===== src/rtl/height_pkg.sv =====
// Shared types and sizing for the height history sorter.
// MAX_HOLD_EN adds one conversion slot for the running maximum.
package height_pkg;

    localparam int DEPTH   = 4;
    localparam int WIDTH   = 10;
    localparam int DIGITS  = 3;
    localparam int MAX_VAL = 999;
    localparam int BCD_W   = DIGITS * 4;
    localparam int IDX_W   = $clog2(DEPTH);
    localparam int CNT_W   = $clog2(WIDTH + 1);
`ifdef MAX_HOLD_EN
    localparam int SLOTS   = DEPTH + 1;
`else
    localparam int SLOTS   = DEPTH;
`endif
    localparam int SLOT_W  = $clog2(SLOTS);

    typedef logic [WIDTH-1:0] height_t;
    typedef logic [3:0]       bcd_digit_t;

    typedef enum logic [2:0] {
        IDLE,
        SHIFT,
        SORT,
        CONV,
        HOLD
    } state_e;

    localparam height_t MAX_H = height_t'(MAX_VAL);

    function automatic height_t clamp_height(input height_t h);
        return (h > MAX_H) ? MAX_H : h;
    endfunction

endpackage


===== src/rtl/bin2bcd_seq.sv =====
// Sequential double-dabble converter, one bit per cycle.
// done pulses WIDTH+1 cycles after start; bcd_o holds until the next start.
module bin2bcd_seq
    import height_pkg::*;
(
    input  logic             clk,
    input  logic             reset,
    input  logic             start_i,
    input  logic [WIDTH-1:0] bin_i,
    output logic             busy_o,
    output logic             done_o,
    output logic [BCD_W-1:0] bcd_o
);

    logic [BCD_W+WIDTH-1:0] sr_q;
    logic [BCD_W+WIDTH-1:0] sr_d;
    logic [CNT_W-1:0]       cnt_q;
    logic                   busy_q;

    always_comb begin
        logic [BCD_W+WIDTH-1:0] tmp;
        bcd_digit_t             dig;
        tmp = sr_q;
        for (int d = 0; d < DIGITS; d++) begin
            dig = tmp[WIDTH+4*d +: 4];
            if (dig > 4'd4) begin
                tmp[WIDTH+4*d +: 4] = dig + 4'd3;
            end
        end
        sr_d = {tmp[BCD_W+WIDTH-2:0], 1'b0};
    end

    always_ff @(posedge clk) begin
        if (reset) begin
            sr_q   <= '0;
            cnt_q  <= '0;
            busy_q <= 1'b0;
        end else if (start_i) begin
            sr_q   <= {{BCD_W{1'b0}}, bin_i};
            cnt_q  <= CNT_W'(WIDTH);
            busy_q <= 1'b1;
        end else if (busy_q) begin
            if (cnt_q != '0) begin
                sr_q  <= sr_d;
                cnt_q <= cnt_q - 1'b1;
            end else begin
                busy_q <= 1'b0;
            end
        end
    end

    assign busy_o = busy_q;
    assign done_o = busy_q && (cnt_q == '0);
    assign bcd_o  = sr_q[WIDTH +: BCD_W];

endmodule


===== src/rtl/height_history_sorter.sv =====
// Keeps recent heights, sorts them largest-first, converts to BCD, publishes at frame_start.
// MAX_HOLD_EN adds max_bcd/max_vld tracking the largest clamped height since reset.
module height_history_sorter
    import height_pkg::*;
(
    input  logic                   clk,
    input  logic                   reset,
    input  logic [WIDTH-1:0]       height_in,
    input  logic                   height_valid,
    input  logic                   frame_start,
    output logic [DEPTH*BCD_W-1:0] recent_bcd,
    output logic [DEPTH*BCD_W-1:0] sorted_bcd,
    output logic [DEPTH-1:0]       recent_vld,
    output logic [DEPTH-1:0]       sorted_vld,
    output logic                   busy,
`ifdef MAX_HOLD_EN
    output logic [BCD_W-1:0]       max_bcd,
    output logic                   max_vld,
`endif
    output logic                   overflow
);

    state_e                        state_q;
    height_t                       pend_q;
    logic                          pend_full_q;
    logic                          ovf_q;
    logic [DEPTH-1:0][WIDTH-1:0]   hist_q;
    logic [DEPTH-1:0]              vld_q;
    logic [DEPTH-1:0][IDX_W-1:0]   idx_q;
    logic [DEPTH-1:0][IDX_W-1:0]   idx_d;
    logic [IDX_W-1:0]              pass_q;
    logic [SLOT_W-1:0]             slot_q;
    logic [SLOT_W-1:0]             nslot;
    logic [DEPTH-1:0][BCD_W-1:0]   shadow_q;
    logic [DEPTH-1:0][BCD_W-1:0]   rbcd_q;
    logic [DEPTH-1:0][BCD_W-1:0]   sbcd_q;
    logic [DEPTH-1:0]              rvld_q;
    logic [DEPTH-1:0]              svld_q;
    height_t                       pend_clamped;
    height_t                       conv_bin;
    logic                          conv_start;
    logic                          conv_done;
    logic                          conv_busy;
    logic [BCD_W-1:0]              conv_bcd;
    logic                          last_pass;
    logic                          last_slot;
`ifdef MAX_HOLD_EN
    height_t                       max_q;
    logic                          max_seen_q;
    logic [BCD_W-1:0]              max_shadow_q;
    logic [BCD_W-1:0]              max_bcd_q;
    logic                          max_vld_q;
`endif

    assign pend_clamped = clamp_height(pend_q);
    assign last_pass    = (pass_q == IDX_W'(DEPTH - 1));
    assign last_slot    = (slot_q == SLOT_W'(SLOTS - 1));

    // Next conversion starts on the final sort pass, then chains on each done.
    assign conv_start = (state_q == SORT && last_pass)
                     || (state_q == CONV && conv_done && !last_slot);
    assign nslot      = (state_q == CONV) ? slot_q + 1'b1 : '0;

    always_comb begin
`ifdef MAX_HOLD_EN
        conv_bin = hist_q[nslot[IDX_W-1:0]];
        if (nslot == SLOT_W'(DEPTH)) begin
            conv_bin = max_q;
        end
`else
        conv_bin = hist_q[nslot];
`endif
    end

    // One odd-even transposition pass; strict compare keeps equal keys stable.
    always_comb begin
        idx_d = idx_q;
        for (int i = 0; i < DEPTH - 1; i++) begin
            if (i[0] == pass_q[0]) begin
                if ({vld_q[idx_q[i+1]], hist_q[idx_q[i+1]]} >
                    {vld_q[idx_q[i]],   hist_q[idx_q[i]]}) begin
                    idx_d[i]   = idx_q[i+1];
                    idx_d[i+1] = idx_q[i];
                end
            end
        end
    end

    bin2bcd_seq u_conv (
        .clk     (clk),
        .reset   (reset),
        .start_i (conv_start),
        .bin_i   (conv_bin),
        .busy_o  (conv_busy),
        .done_o  (conv_done),
        .bcd_o   (conv_bcd)
    );

    always_ff @(posedge clk) begin
        if (reset) begin
            state_q     <= IDLE;
            pend_q      <= '0;
            pend_full_q <= 1'b0;
            ovf_q       <= 1'b0;
            hist_q      <= '0;
            vld_q       <= '0;
            idx_q       <= '0;
            pass_q      <= '0;
            slot_q      <= '0;
            shadow_q    <= '0;
            rbcd_q      <= '0;
            sbcd_q      <= '0;
            rvld_q      <= '0;
            svld_q      <= '0;
`ifdef MAX_HOLD_EN
            max_q        <= '0;
            max_seen_q   <= 1'b0;
            max_shadow_q <= '0;
            max_bcd_q    <= '0;
            max_vld_q    <= 1'b0;
`endif
        end else begin
            ovf_q <= height_valid && pend_full_q && (state_q != SHIFT);
            if (height_valid) begin
                pend_q      <= height_in;
                pend_full_q <= 1'b1;
            end else if (state_q == SHIFT) begin
                pend_full_q <= 1'b0;
            end

            unique case (state_q)
                IDLE: begin
                    if (pend_full_q) begin
                        state_q <= SHIFT;
                    end
                end
                SHIFT: begin
                    hist_q <= {hist_q[DEPTH-2:0], pend_clamped};
                    vld_q  <= {vld_q[DEPTH-2:0], 1'b1};
                    for (int i = 0; i < DEPTH; i++) begin
                        idx_q[i] <= IDX_W'(i);
                    end
                    pass_q <= '0;
`ifdef MAX_HOLD_EN
                    if (pend_clamped > max_q) begin
                        max_q <= pend_clamped;
                    end
                    max_seen_q <= 1'b1;
`endif
                    state_q <= SORT;
                end
                SORT: begin
                    idx_q  <= idx_d;
                    pass_q <= pass_q + 1'b1;
                    if (last_pass) begin
                        slot_q  <= '0;
                        state_q <= CONV;
                    end
                end
                CONV: begin
                    if (conv_done) begin
`ifdef MAX_HOLD_EN
                        if (slot_q == SLOT_W'(DEPTH)) begin
                            max_shadow_q <= conv_bcd;
                        end else begin
                            shadow_q[slot_q[IDX_W-1:0]] <= conv_bcd;
                        end
`else
                        shadow_q[slot_q] <= conv_bcd;
`endif
                        if (last_slot) begin
                            state_q <= HOLD;
                        end else begin
                            slot_q <= slot_q + 1'b1;
                        end
                    end
                end
                HOLD: begin
                    if (frame_start) begin
                        rbcd_q <= shadow_q;
                        rvld_q <= vld_q;
                        for (int k = 0; k < DEPTH; k++) begin
                            sbcd_q[k] <= shadow_q[idx_q[k]];
                            svld_q[k] <= vld_q[idx_q[k]];
                        end
`ifdef MAX_HOLD_EN
                        max_bcd_q <= max_shadow_q;
                        max_vld_q <= max_seen_q;
`endif
                        state_q <= IDLE;
                    end
                end
                default: state_q <= IDLE;
            endcase
        end
    end

    assign recent_bcd = rbcd_q;
    assign sorted_bcd = sbcd_q;
    assign recent_vld = rvld_q;
    assign sorted_vld = svld_q;
    assign busy       = (state_q != IDLE) || conv_busy;
    assign overflow   = ovf_q;
`ifdef MAX_HOLD_EN
    assign max_bcd    = max_bcd_q;
    assign max_vld    = max_vld_q;
`endif

endmodule

===== config.mk =====
export PLATFORM = sky130hd
export DESIGN_NAME = height_history_sorter
export DESIGN_NICKNAME = d
export VERILOG_FILES = /design/src/rtl/height_pkg.sv /design/src/rtl/bin2bcd_seq.sv /design/src/rtl/height_history_sorter.sv
export SDC_FILE = /design/constraint.sdc
export NUM_CORES = 1
export LEC_CHECK = 0
export ABC_AREA = 1
export BUFFER_PORTS_ARGS = -buffer_cell sky130_fd_sc_hd__buf_2
export CORE_ASPECT_RATIO = 0.75
export CORE_MARGIN = 2
export CORE_UTILIZATION = 60
export CTS_CLUSTER_SIZE = 10
export DETAILED_ROUTE_END_ITERATION = 8
export GPL_TIMING_DRIVEN = 0
export MAX_ROUTING_LAYER = met4
export PLACE_DENSITY = 0.81
export RECOVER_POWER = 25
export SLEW_MARGIN = 25
export SYNTH_ARGS = -nofsm -noshare
export SYNTH_HDL_FRONTEND = slang
export SYNTH_SLANG_ARGS = --single-unit

===== constraint.sdc =====
create_clock -name clk -period 3.31 [get_ports clk]
set_input_delay 0.4965 -clock clk [delete_from_list [all_inputs] [get_ports clk]]
set_output_delay 0.4965 -clock clk [all_outputs]
set_load 0.05 [all_outputs]

==> metrics.md, run 1 <==
| Metric | Value |
|---|---|
| Distinct cells, synth | 33 |
| Buffers on Ports | 118 |
| Die height | 130 um |
| Share of cells above drive strength 1 | 5.95% |
| Ant diodes | 0 |
| DRC Markers | 0 |
| Final worst-path cycle share | 94.1% |
| Post-Synthesis Cells | 1820 |
| Most frequent cells in the layout | 306 x a21oi_1, 300 x nand2_1, 294 x o21ai_0 |
| Via count | 14200 |
| Floorplan die width | 172 um |
| DR vias/cell | 6.32 |
| Pwr dens | 815 nW/um2 |
| TritonCTS clock tree | done |
| Area Overhead vs Synth | 13.2% |
| Total CTS buffers | 29 |
| Hold WC Path Type | primary input to flop |
| Worst relative slew slack | 44.9% |
| Core box area | 21000 um2 |
| Fin crit period | 3.11 ns |
| Die ar. | 22300 um2 |
| WL/cell | 22.1 um |
| RSZ-0062 raised after global routing | false |
| Status | finished clean |
| Worst-path clk slew | 0.06 ns |
| Initial drt markers | 2253 |
| Initial antenna violation count | 0 |
| WHS | 0.172 ns |
| Total power | 0.0117 W |
| Tot GR Track Use | 44.4% |
| Final Hold Fails | 0 |
| Cts hold-fix bufs | 0 |
| ANT nets after route | 0 |
| F_max | 321 MHz |
| CTS Root Cell | clkbuf_16 |
| Most common cell after layout, fill and taps aside | a21oi_1 |
| Syn_nets | 1879 |
| Skew-Pair Late Insertion Delay | 0.56 ns |
| Critical Path Start Type | flop |
| Num rows | 46 |
| Initial Util | 60.6% |
| Max FO, Critical Path | 16 |
| Leakage | 5.40 nW |
| Final setup fails | 0 |
| 1st-pass router iterations | 6 |
| Max-slew violation count | 0 |
| WS Path Type | flop to flop |
| Peak supply drop | 0.617 mV |
| Final-stage net count | 2024 |
| WL final | 49700 um |
| Synth Warn # | 0 |
| DP HPWL | 36300 um |
| Max-cap violations | 0 |
| Critical Path Sink Type | flop |
| Setup Buffers After CTS | 0 |
| Cell Area, Synth | 12700 um2 |
| Critical path arrival | 3.59 ns |
| Largest net degree at the start of global routing | 16 |
| Skew final | 0.0114 ns |
| Clock Sinks | 250 |
| H-tree levels | 1 |
| Synth Register Bits | 250 |
| CP required | 3.79 ns |
| Sequential fraction of the synthesis area | 39.4% |
| Clk buf depth | 3 |
| Slew @ Worst Pin | 0.826 ns |
| # IOs | 120 |
| Setup TNS | 0 ns |
| First-pass GRT wire length | 72800 um |
| Synth Area per Inst | 6.97 um2 |
| Vias in the first global route | 12600 |
| Grt ovf | 0 |
| GPL Wtd Cong | 1.06 |
Yosys cell counts, drive strengths merged:
cell       n  area share, %
a211oi     6           0.35
a21o       1          0.059
a21oi    306             12
a22oi      3           0.18
a31oi     52            2.6
a32o       3           0.24
a32oi     20            1.4
and2       1          0.049
buf       19           0.70
clkbuf   114            3.4
clkinv     2          0.059
dfxtp    250             39
ha        45            4.4
inv      176            5.2
nand2    300            8.9
nand3     28            1.1
nand3b     2           0.12
nor2     121            3.8
nor3       5           0.24
o2111ai    1          0.069
o211ai    56            3.3
o21ai    299             12
o22ai      7           0.35
o31ai      1          0.059
xor2       2           0.14
metrics by stage:
step                utilization (%)  cells  instance area (um2)  setup slack (ns)
floorplan                         -   1820                12700             0.836
global placement               65.1   2226                13600            0.0492
detailed placement             65.1   2226                13600          -0.00115
CTS                            68.9   2259                14400           0.00316
global route                   68.5   2255                14400            0.0154
finish                         68.5   2255                14400             0.195
worst paths after layout:
kind	start	end	slack [ns]	cells past startpoint
setup reg to reg	idx_q[5]	idx_q[7]	0.20	15
hold reg to reg	recent_bcd[10]	recent_bcd[10]	0.46	2
setup / recovery	idx_q[5]	idx_q[7]	0.20	15
hold / removal	height_in[9]	pend_q[9]	0.17	3
routing by layer:
metal	global-route usage, %	wire length (um)
met5	-	0
met4	13.0	1400
met3	15.1	8450
met2	59.6	19500
met1	62.6	20400
layout make-up:
class / count / area (um2)
repair buffers: 118 / 479
fillers: 1839 / 6590
clock buffers: 30 / 729
multi-input cells: 1259 / 6530
clock inverters: 3 / 57.6
plain buffers: 129 / 528
flip-flops and latches: 250 / 5000
well taps: 288 / 360
inverters: 178 / 669
timing repair:
action	CTS	global route
resized for setup	1	43
endpoints found under the setup margin	2	8
hold endpoints to repair	0	0
critical path: stages, from the launching register on:
cell and delay, ns:
dfxtp_1 0.54, clkinv_2 0.35, clkbuf_2 0.32, a21oi_1 0.20, a32oi_2 0.11, inv_1 0.09
ha_1 0.15, nand2_1 0.07, nor2_1 0.18, and2_1 0.15, nand2_1 0.05, nand3_1 0.16
nand2_1 0.11, nor2_1 0.25, nor2_1 0.09, a21oi_1 0.21
sequential cells by signal (all words and copies together), names as in the netlist:
signal,cells
pass_q,2
idx_q,8
pend_full_q,1
hist_q,40
recent_vld,4
u_conv.cnt_q,4
overflow,1
u_conv.sr_q,22
sorted_vld,4
shadow_q,48
sorted_bcd,48
u_conv.busy_o,1
state_q,3
recent_bcd,48
pend_q,10
slot_q,2
vld_q,4
power breakdown:
part / total, W / switching (W) / internal, W
combinational: 0.00491 / 0.00338 / 0.00153
clock: 0.00281 / 0.00119 / 0.00163
sequential: 0.00398 / 0.000625 / 0.00335
total: 0.0117 / 0.00520 / 0.00651
kinds of logic (layout without fill, tap and decap cells):
family / count (synthesis) / after routing / synth area share [%]
xor gates and xnor gates: 2 / 2 / 0.138
and+or+nand+nor: 457 / 457 / 14.2
DFF: 250 / 250 / 39.4
AOI/OAI and AO/OA: 755 / 755 / 32.4
buffers and inverters: 311 / 458 / 9.34
adders and majority gates: 45 / 45 / 4.44
Note: power is estimated with default switching activity, not from simulation.
==> inputs of run 2 (changes only) <==
--- a/config.mk
+++ b/config.mk
@@ -5,7 +5,6 @@
 export SDC_FILE = /design/constraint.sdc
 export NUM_CORES = 1
 export LEC_CHECK = 0
-export ABC_AREA = 1
 export BUFFER_PORTS_ARGS = -buffer_cell sky130_fd_sc_hd__buf_2
 export CORE_ASPECT_RATIO = 0.75
 export CORE_MARGIN = 2
==> run 2 against run 1 <==
Against the previous run: global-route usage is 10 points lower; die area rose by 0.50%; sequential cell count unchanged; synthesized area rose by 0.51%; critical path depth decreased by 5; critical endpoint is now idx_q[1]; sequential power is 23% lower.
==> metrics.md, run 2 <==
| Metric | Value |
|---|---|
| Final Hold Fails | 0 (unchanged) |
| Worst relative slew slack | 49.1% (+4.2 points) |
| Initial drt markers | 1380 (-39%) |
| Area of the multi-input gates | 7060 um2 (+8.1%) |
| Max-cap violations | 0 (unchanged) |
| Synth Area in Adders | 4.41% (-0.023 points) |
| Die ar. | 22500 um2 (+0.50%) |
| Simple-gate share of the synthesized area | 18.1% (+3.9 points) |
| Initial antenna violation count | 0 (unchanged) |
| Distinct cells, synth | 56 (+70%) |
| Total CTS buffers | 29 (unchanged) |
| Reg area | 5000 um2 (unchanged) |
| Worst Setup Slack, final | 0.130 ns (-0.0651 ns) |
| Syn_nets | 1497 (-20%) |
| Post-Synthesis Cells | 1438 (-21%) |
| Placed inst area | 13700 um2 (+0.51%) |
| Slew @ Worst Pin | 0.763 ns (-0.0631 ns) |
| Finished Cell Area | 14400 um2 (+0.43%) |
| Post-synthesis compound-gate area fraction | 12.6% (-20 points) |
| Final setup fails | 0 (unchanged) |
| Max-slew violation count | 0 (unchanged) |
| Max FO, Critical Path | 10 (-6) |
| Status | finished clean |
| Synth Register Bits | 250 (unchanged) |
| Floorplan die width | 172 um (+0.25%) |
| Hold WC Path Type | primary input to flop |
| DP Worst Slack | -0.221 ns (-0.220 ns) |
| 1st-pass router iterations | 6 (unchanged) |
| Grt ovf | 0 (unchanged) |
| Clk buf depth | 3 (unchanged) |
| CP required | 3.80 ns (about the same) |
| Area leader, netlist | dfxtp_1 |
| Leakage | 4.90 nW (-9.3%) |
| Largest family of logic cells by synthesized area | multiplexers |
| Final worst-path cycle share | 96.1% (+2.0 points) |
| Synth Area per Inst | 8.87 um2 (+27%) |
| Synth area leaders | dfxtp_1 39%, mux4_2 16%, nand2_1 11% |
| Fin crit period | 3.18 ns (+0.0651 ns) |
| Critical path arrival | 3.66 ns (+0.07 ns) |
| DP HPWL | 27400 um (-24%) |
| Tot GR Track Use | 34.0% (-10 points) |
| WL/cell | 19.7 um (-11%) |
| Initial Util | 60.7% (+0.14 points) |
| First-pass GRT wire length | 56500 um (-22%) |
| Most frequent cells in the layout | 381 x nand2_1, 250 x dfxtp_1, 223 x a21oi_1 |
| Core box area | 21000 um2 (+0.27%) |
| Post-synth EDFFs | 0 (unchanged) |
| Ant diodes | 0 (unchanged) |
| TritonCTS clock tree | done |
| Share of cells above drive strength 1 | 14.1% (+8.2 points) |
| Asr flop ratio synth | 0% (unchanged) |
| Skew-Pair Late Insertion Delay | 0.56 ns (about the same) |
| GPL Wtd Cong | 1.00 (-5.4%) |
| DRC Markers | 0 (unchanged) |
| Final-stage net count | 1647 (-19%) |
| Clock Sinks | 250 (unchanged) |
| Die height | 130 um (+0.25%) |
| CTS Root Cell | clkbuf_16 |
| Critical Path Start Type | flop |
| Cell Area, Synth | 12800 um2 (+0.51%) |
| Top-area cell type share of the netlist area | 39.2% (-0.20 points) |
| Buffers on Ports | 119 (+0.85%) |
| Largest net degree at the start of global routing | 17 (+1) |
| DR vias/cell | 6.08 (-3.8%) |
| # IOs | 120 (unchanged) |
| Critical Path Sink Type | flop |
| Ys flop type | dfxtp_1 |
| RSZ-0062 raised after global routing | true |
| Skew final | 0.0139 ns (+0.00249 ns) |
| Via count | 11400 (-20%) |
| WS Path Type | flop to flop |
| WL final | 37000 um (-26%) |
| ANT nets after route | 0 (unchanged) |
| Worst-path clk slew | 0.06 ns (about the same) |
| R2R setup slack | 0.13 ns (-0.07 ns) |
| Num rows | 46 (unchanged) |
| Fraction of synthesized area in multiplexers | 19.5% (+19 points) |
| Synth Area in XOR/XNOR | 0.618% (+0.48 points) |
| Synth Warn # | 0 (unchanged) |
| Fill count | 1685 (-8.4%) |
| H-tree levels | 1 (unchanged) |
| Most common cell after layout, fill and taps aside | nand2_1 |
| F_max | 314 MHz (-2.0%) |
| Peak supply drop | 0.379 mV (-39%) |
| Top-count cell post-synth | nand2_1 |
| Sequential fraction of the synthesis area | 39.2% (-0.20 points) |
| Pwr dens | 447 nW/um2 (-45%) |
| Area Overhead vs Synth | 13.1% (about the same) |
| Vias in the first global route | 10400 (-17%) |
| Top cells by count, synth | 381 x nand2_1, 250 x dfxtp_1, 223 x a21oi_1 |
==> run 2: layout make-up <==
class	count	share of cell area (%)
multi-input combinational	1025	49.0
sequential	250	34.7
clock buffer	33	5.21
buffer	115	3.73
timing repair buffer	120	3.48
tap	288	2.50
inverter	47	1.22
clock inverter	2	0.191
==> run 2: cell families (layout without fill, tap and decap cells) <==
kind of cell,count (synthesis),count (layout)
compound gates,287,287
xor+xnor,9,9
flops,250,250
fa+ha+maj,45,45
simple gates,551,551
buf+inv,163,317
mux,133,133
==> run 2: repair_timing <==
item,CTS,global route
setup endpoints to repair,8,8
resized for setup,4,12
setup buffers,1,0
hold buffers,0,0
pin swaps,1,0
==> run 2: layer usage <==
metal  share of wire, %  wire, um  track usage, %
met1                 42     15500            48.4
met2                 42     15400            47.2
met3                 14      5290            10.7
met4                2.1       779            7.81
met5                  0         0               -
==> run 2: per-stage QoR <==
stage	util, %	setup TNS (ns)	total power, W	hold slack (ns)	instances
global placement	65.3	-0.150	0.00369	0.441	1845
CTS	69.0	0	0.00643	0.172	1880
detailed placement	65.3	-0.786	0.00370	0.445	1845
floorplan	-	0	0.00356	0.432	1438
finish	68.7	0	0.00645	0.177	1880
global route	68.7	-0.0232	0.00661	0.185	1880
==> run 2: worst paths after layout <==
path,from,to,cells after the start
worst max-delay path,idx_q[3],idx_q[1],10
worst min-delay path,height_in[2],pend_q[2],3
worst max register to register,idx_q[3],idx_q[1],10
worst min register to register,sorted_bcd[5],sorted_bcd[5],2
==> run 2: worst max-delay path, stage by stage, from the launching register on <==
cell and delay (ns):
dfxtp_1 0.30, buf_2 0.22, clkbuf_1 0.49, mux4_2 0.43, ha_1 0.35, a21oi_1 0.12
o21ai_0 0.15, a2111oi_2 0.49, nor3_1 0.17, nand3b_1 0.21, a21oi_1 0.18
==> run 2: power breakdown <==
part	switching, W	internal (W)	total (W)
combinational	0.000356	0.000244	0.000601
clock	0.00121	0.00158	0.00279
sequential	0.0000289	0.00304	0.00306
==> inputs of run 3 (changes only) <==
--- a/config.mk
+++ b/config.mk
@@ -12,7 +12,6 @@
 export CTS_CLUSTER_SIZE = 10
 export DETAILED_ROUTE_END_ITERATION = 8
 export GPL_TIMING_DRIVEN = 0
-export MAX_ROUTING_LAYER = met4
 export PLACE_DENSITY = 0.81
 export RECOVER_POWER = 25
 export SLEW_MARGIN = 25
==> run 3 against run 2 <==
Against the previous run: the run now ends with max-capacitance violations left; setup slack better by 0.011 ns; cell count stayed put; utilization is 0.078 points lower; via count is 1.1% higher; register-to-register slack hardly changed; global-route usage is 0.88 points lower; non-clock buffer count stayed put; first-iteration DRC count is 2.5% higher; die area stayed put; combinational power hardly changed; critical path type unchanged; largest cell class unchanged; largest power group unchanged; highest routed layer unchanged.
==> metrics.md, run 3 (same netlist as run 2, synthesis figures left out) <==
| Metric | Value |
|---|---|
| Status | finished, violations left |
| Violated checks | max-capacitance violations |
| Floorplan die width | 172 um (unchanged) |
| Most frequent cells in the layout | 381 x nand2_1, 250 x dfxtp_1, 223 x a21oi_1 |
| Crit path cell chain | buf_2, clkbuf_1, mux4_2, inv_1, ha_1, nand3_1, nor3_2, a221o_1, o211a_2, a32oi_1, o21ai_0 |
| Slowest cell on crit path | clkbuf_1 |
| Max FO, Critical Path | 10 (unchanged) |
| DR vias/cell | 6.14 (+1.1%) |
| H-tree levels | 1 (unchanged) |
| DRC Markers | 0 (unchanged) |
| Die height | 130 um (unchanged) |
| Worst Setup Slack, final | 0.141 ns (+0.0105 ns) |
| Worst relative slew slack | 0.704% (-48 points) |
| Largest net degree at the start of global routing | 17 (unchanged) |
| Share of cells above drive strength 1 | 14.0% (-0.13 points) |
| WS Path Type | flop to flop |
| Critical Path Sink Type | flop |
| Setup TNS | 0 ns (unchanged) |
| ANT nets after route | 0 (unchanged) |
| Leakage | 4.89 nW (about the same) |
| WL/cell | 19.7 um (+0.46%) |
| Critical Path Start Type | flop |
| Crit path buf inv count | 3 (+1) |
| Initial antenna violation count | 0 (unchanged) |
| Buffers on Ports | 119 (unchanged) |
| Max-cap violations | 1 (+1) |
| DP Worst Slack | -0.117 ns (+0.104 ns) |
| Skew-Pair Late Insertion Delay | 0.55 ns (about the same) |
| 1st-pass router iterations | 6 (unchanged) |
| Slew @ Worst Pin | 1.49 ns (+0.723 ns) |
| Critical path arrival | 3.59 ns (-0.07 ns) |
| Total CTS buffers | 29 (unchanged) |
| DP HPWL | 27500 um (+0.38%) |
| F_max | 316 MHz (+0.33%) |
| # IOs | 120 (unchanged) |
| Clk buf depth | 3 (unchanged) |
| Fin crit period | 3.17 ns (-0.0105 ns) |
| Final setup fails | 0 (unchanged) |
| CP required | 3.74 ns (-0.06 ns) |
| Area Overhead vs Synth | 12.9% |
| Grt ovf | 0 (unchanged) |
| Num rows | 46 (unchanged) |
| Via count | 11600 (+1.1%) |
| Pwr dens | 444 nW/um2 (-0.76%) |
| CTS Root Cell | clkbuf_16 |
| Hold WC Path Type | primary input to flop |
| Initial drt markers | 1415 (+2.5%) |
| Largest stage delay on the critical path | 0.47 ns (-0.02 ns) |
| Final Hold Fails | 0 (unchanged) |
| Tot GR Track Use | 33.1% (-0.88 points) |
| TritonCTS clock tree | done |
| Most common cell after layout, fill and taps aside | nand2_1 |
| Max-slew violation count | 0 (unchanged) |
| Die ar. | 22500 um2 (unchanged) |
| Initial Util | 60.7% (unchanged) |
| Fill count | 1711 (+1.5%) |
| First-pass GRT wire length | 57000 um (+0.78%) |
| WL final | 37100 um (+0.46%) |
| Ant diodes | 0 (unchanged) |
| Worst-path clk slew | 0.05 ns (about the same) |
| RSZ-0062 raised after global routing | false |
| GPL Wtd Cong | 0.968 (-3.4%) |
| Skew final | 0.00719 ns (-0.00669 ns) |
| Final worst-path cycle share | 95.7% (-0.32 points) |
| Crit-path leading delay family | compound AO/OA/AOI/OAI gates |
| Vias in the first global route | 10500 (+0.52%) |
| Clock Sinks | 250 (unchanged) |
| Peak supply drop | 0.344 mV (-9.4%) |
| Core box area | 21000 um2 (unchanged) |
| Final-stage net count | 1647 (unchanged) |
==> run 3: cell count changes in the layout (fill, tap and decap cells not counted) <==
cell,change
a211oi_1,+1
clkbuf_8,-1
clkinv_4,+1
clkbuf_2,-1
a211oi_2,-1
nor3b_1,+1
buf_6,+1
clkinvlp_4,-1
clkbuf_1,+1
nor3_1,-1
buf_2,+1
clkbuf_4,-1
nor3_2,+1
nor3b_4,-1
==> run 3: report_power, final <==
part	switching [W]	internal (W)	total (W)
clock	0.00117	0.00156	0.00273
combinational	0.000358	0.000243	0.000601
sequential	0.0000291	0.00304	0.00307
total	0.00155	0.00484	0.00639
==> run 3: worst paths after layout <==
check | startpoint | end | slack, ns | cells past startpoint
setup / recovery | idx_q[3] | idx_q[3] | 0.14 | 11
hold / removal | height_in[2] | pend_q[2] | 0.18 | 3
setup reg to reg | idx_q[3] | idx_q[3] | 0.14 | 11
hold reg to reg | sorted_bcd[7] | sorted_bcd[7] | 0.45 | 2
==> run 3: through the flow <==
step,power (W),std cells,utilization [%],hold slack (ns),instance area [um2]
3_5_place_dp,0.00370,1845,65.3,0.445,13700
6_report,0.00639,1880,68.6,0.183,14400
4_1_cts,0.00639,1880,69.0,0.175,14500
5_1_grt,0.00657,1880,68.6,0.203,14400
2_1_floorplan,0.00356,1438,-,0.432,12800
3_3_place_gp,0.00369,1845,65.3,0.441,13700
==> run 3: worst reg2reg max path, stage by stage (launching register included) <==
cell and delay, ns:
dfxtp_1 0.30, buf_2 0.23, clkbuf_1 0.47, mux4_2 0.43, inv_1 0.08, ha_1 0.24, nand3_1 0.14, nor3_2 0.08
a221o_1 0.32, o211a_2 0.35, a32oi_1 0.28, o21ai_0 0.12
==> run 3: cell type report <==
| class | instances | area (um2) | area share [%] |
|---|---|---|---|
| Multi-Input combinational cell | 1025 | 7050 | 48.9 |
| Buffer | 115 | 542 | 3.76 |
| Clock inverter | 2 | 28.8 | 0.200 |
| Tap cell | 288 | 360 | 2.50 |
| Sequential cell | 250 | 5000 | 34.7 |
| Inverter | 47 | 176 | 1.22 |
| Timing Repair Buffer | 120 | 502 | 3.48 |
| Clock buffer | 33 | 741 | 5.14 |
==> run 3: timing repair <==
action,CTS,global route
buffers inserted,1,0
setup endpoints to repair,8,8
resized for setup,6,11
pin swaps,1,0
hold buffers,0,0
==> run 3: layer usage <==
metal	share of wire, %	routed length [um]	track usage (%)	vias up
met5	0	0	0	-
met4	2.0	758	7.41	0
met3	14	5250	9.68	81
met2	42	15600	48.0	690
met1	42	15500	49.0	5467
li1	-	-	-	5314
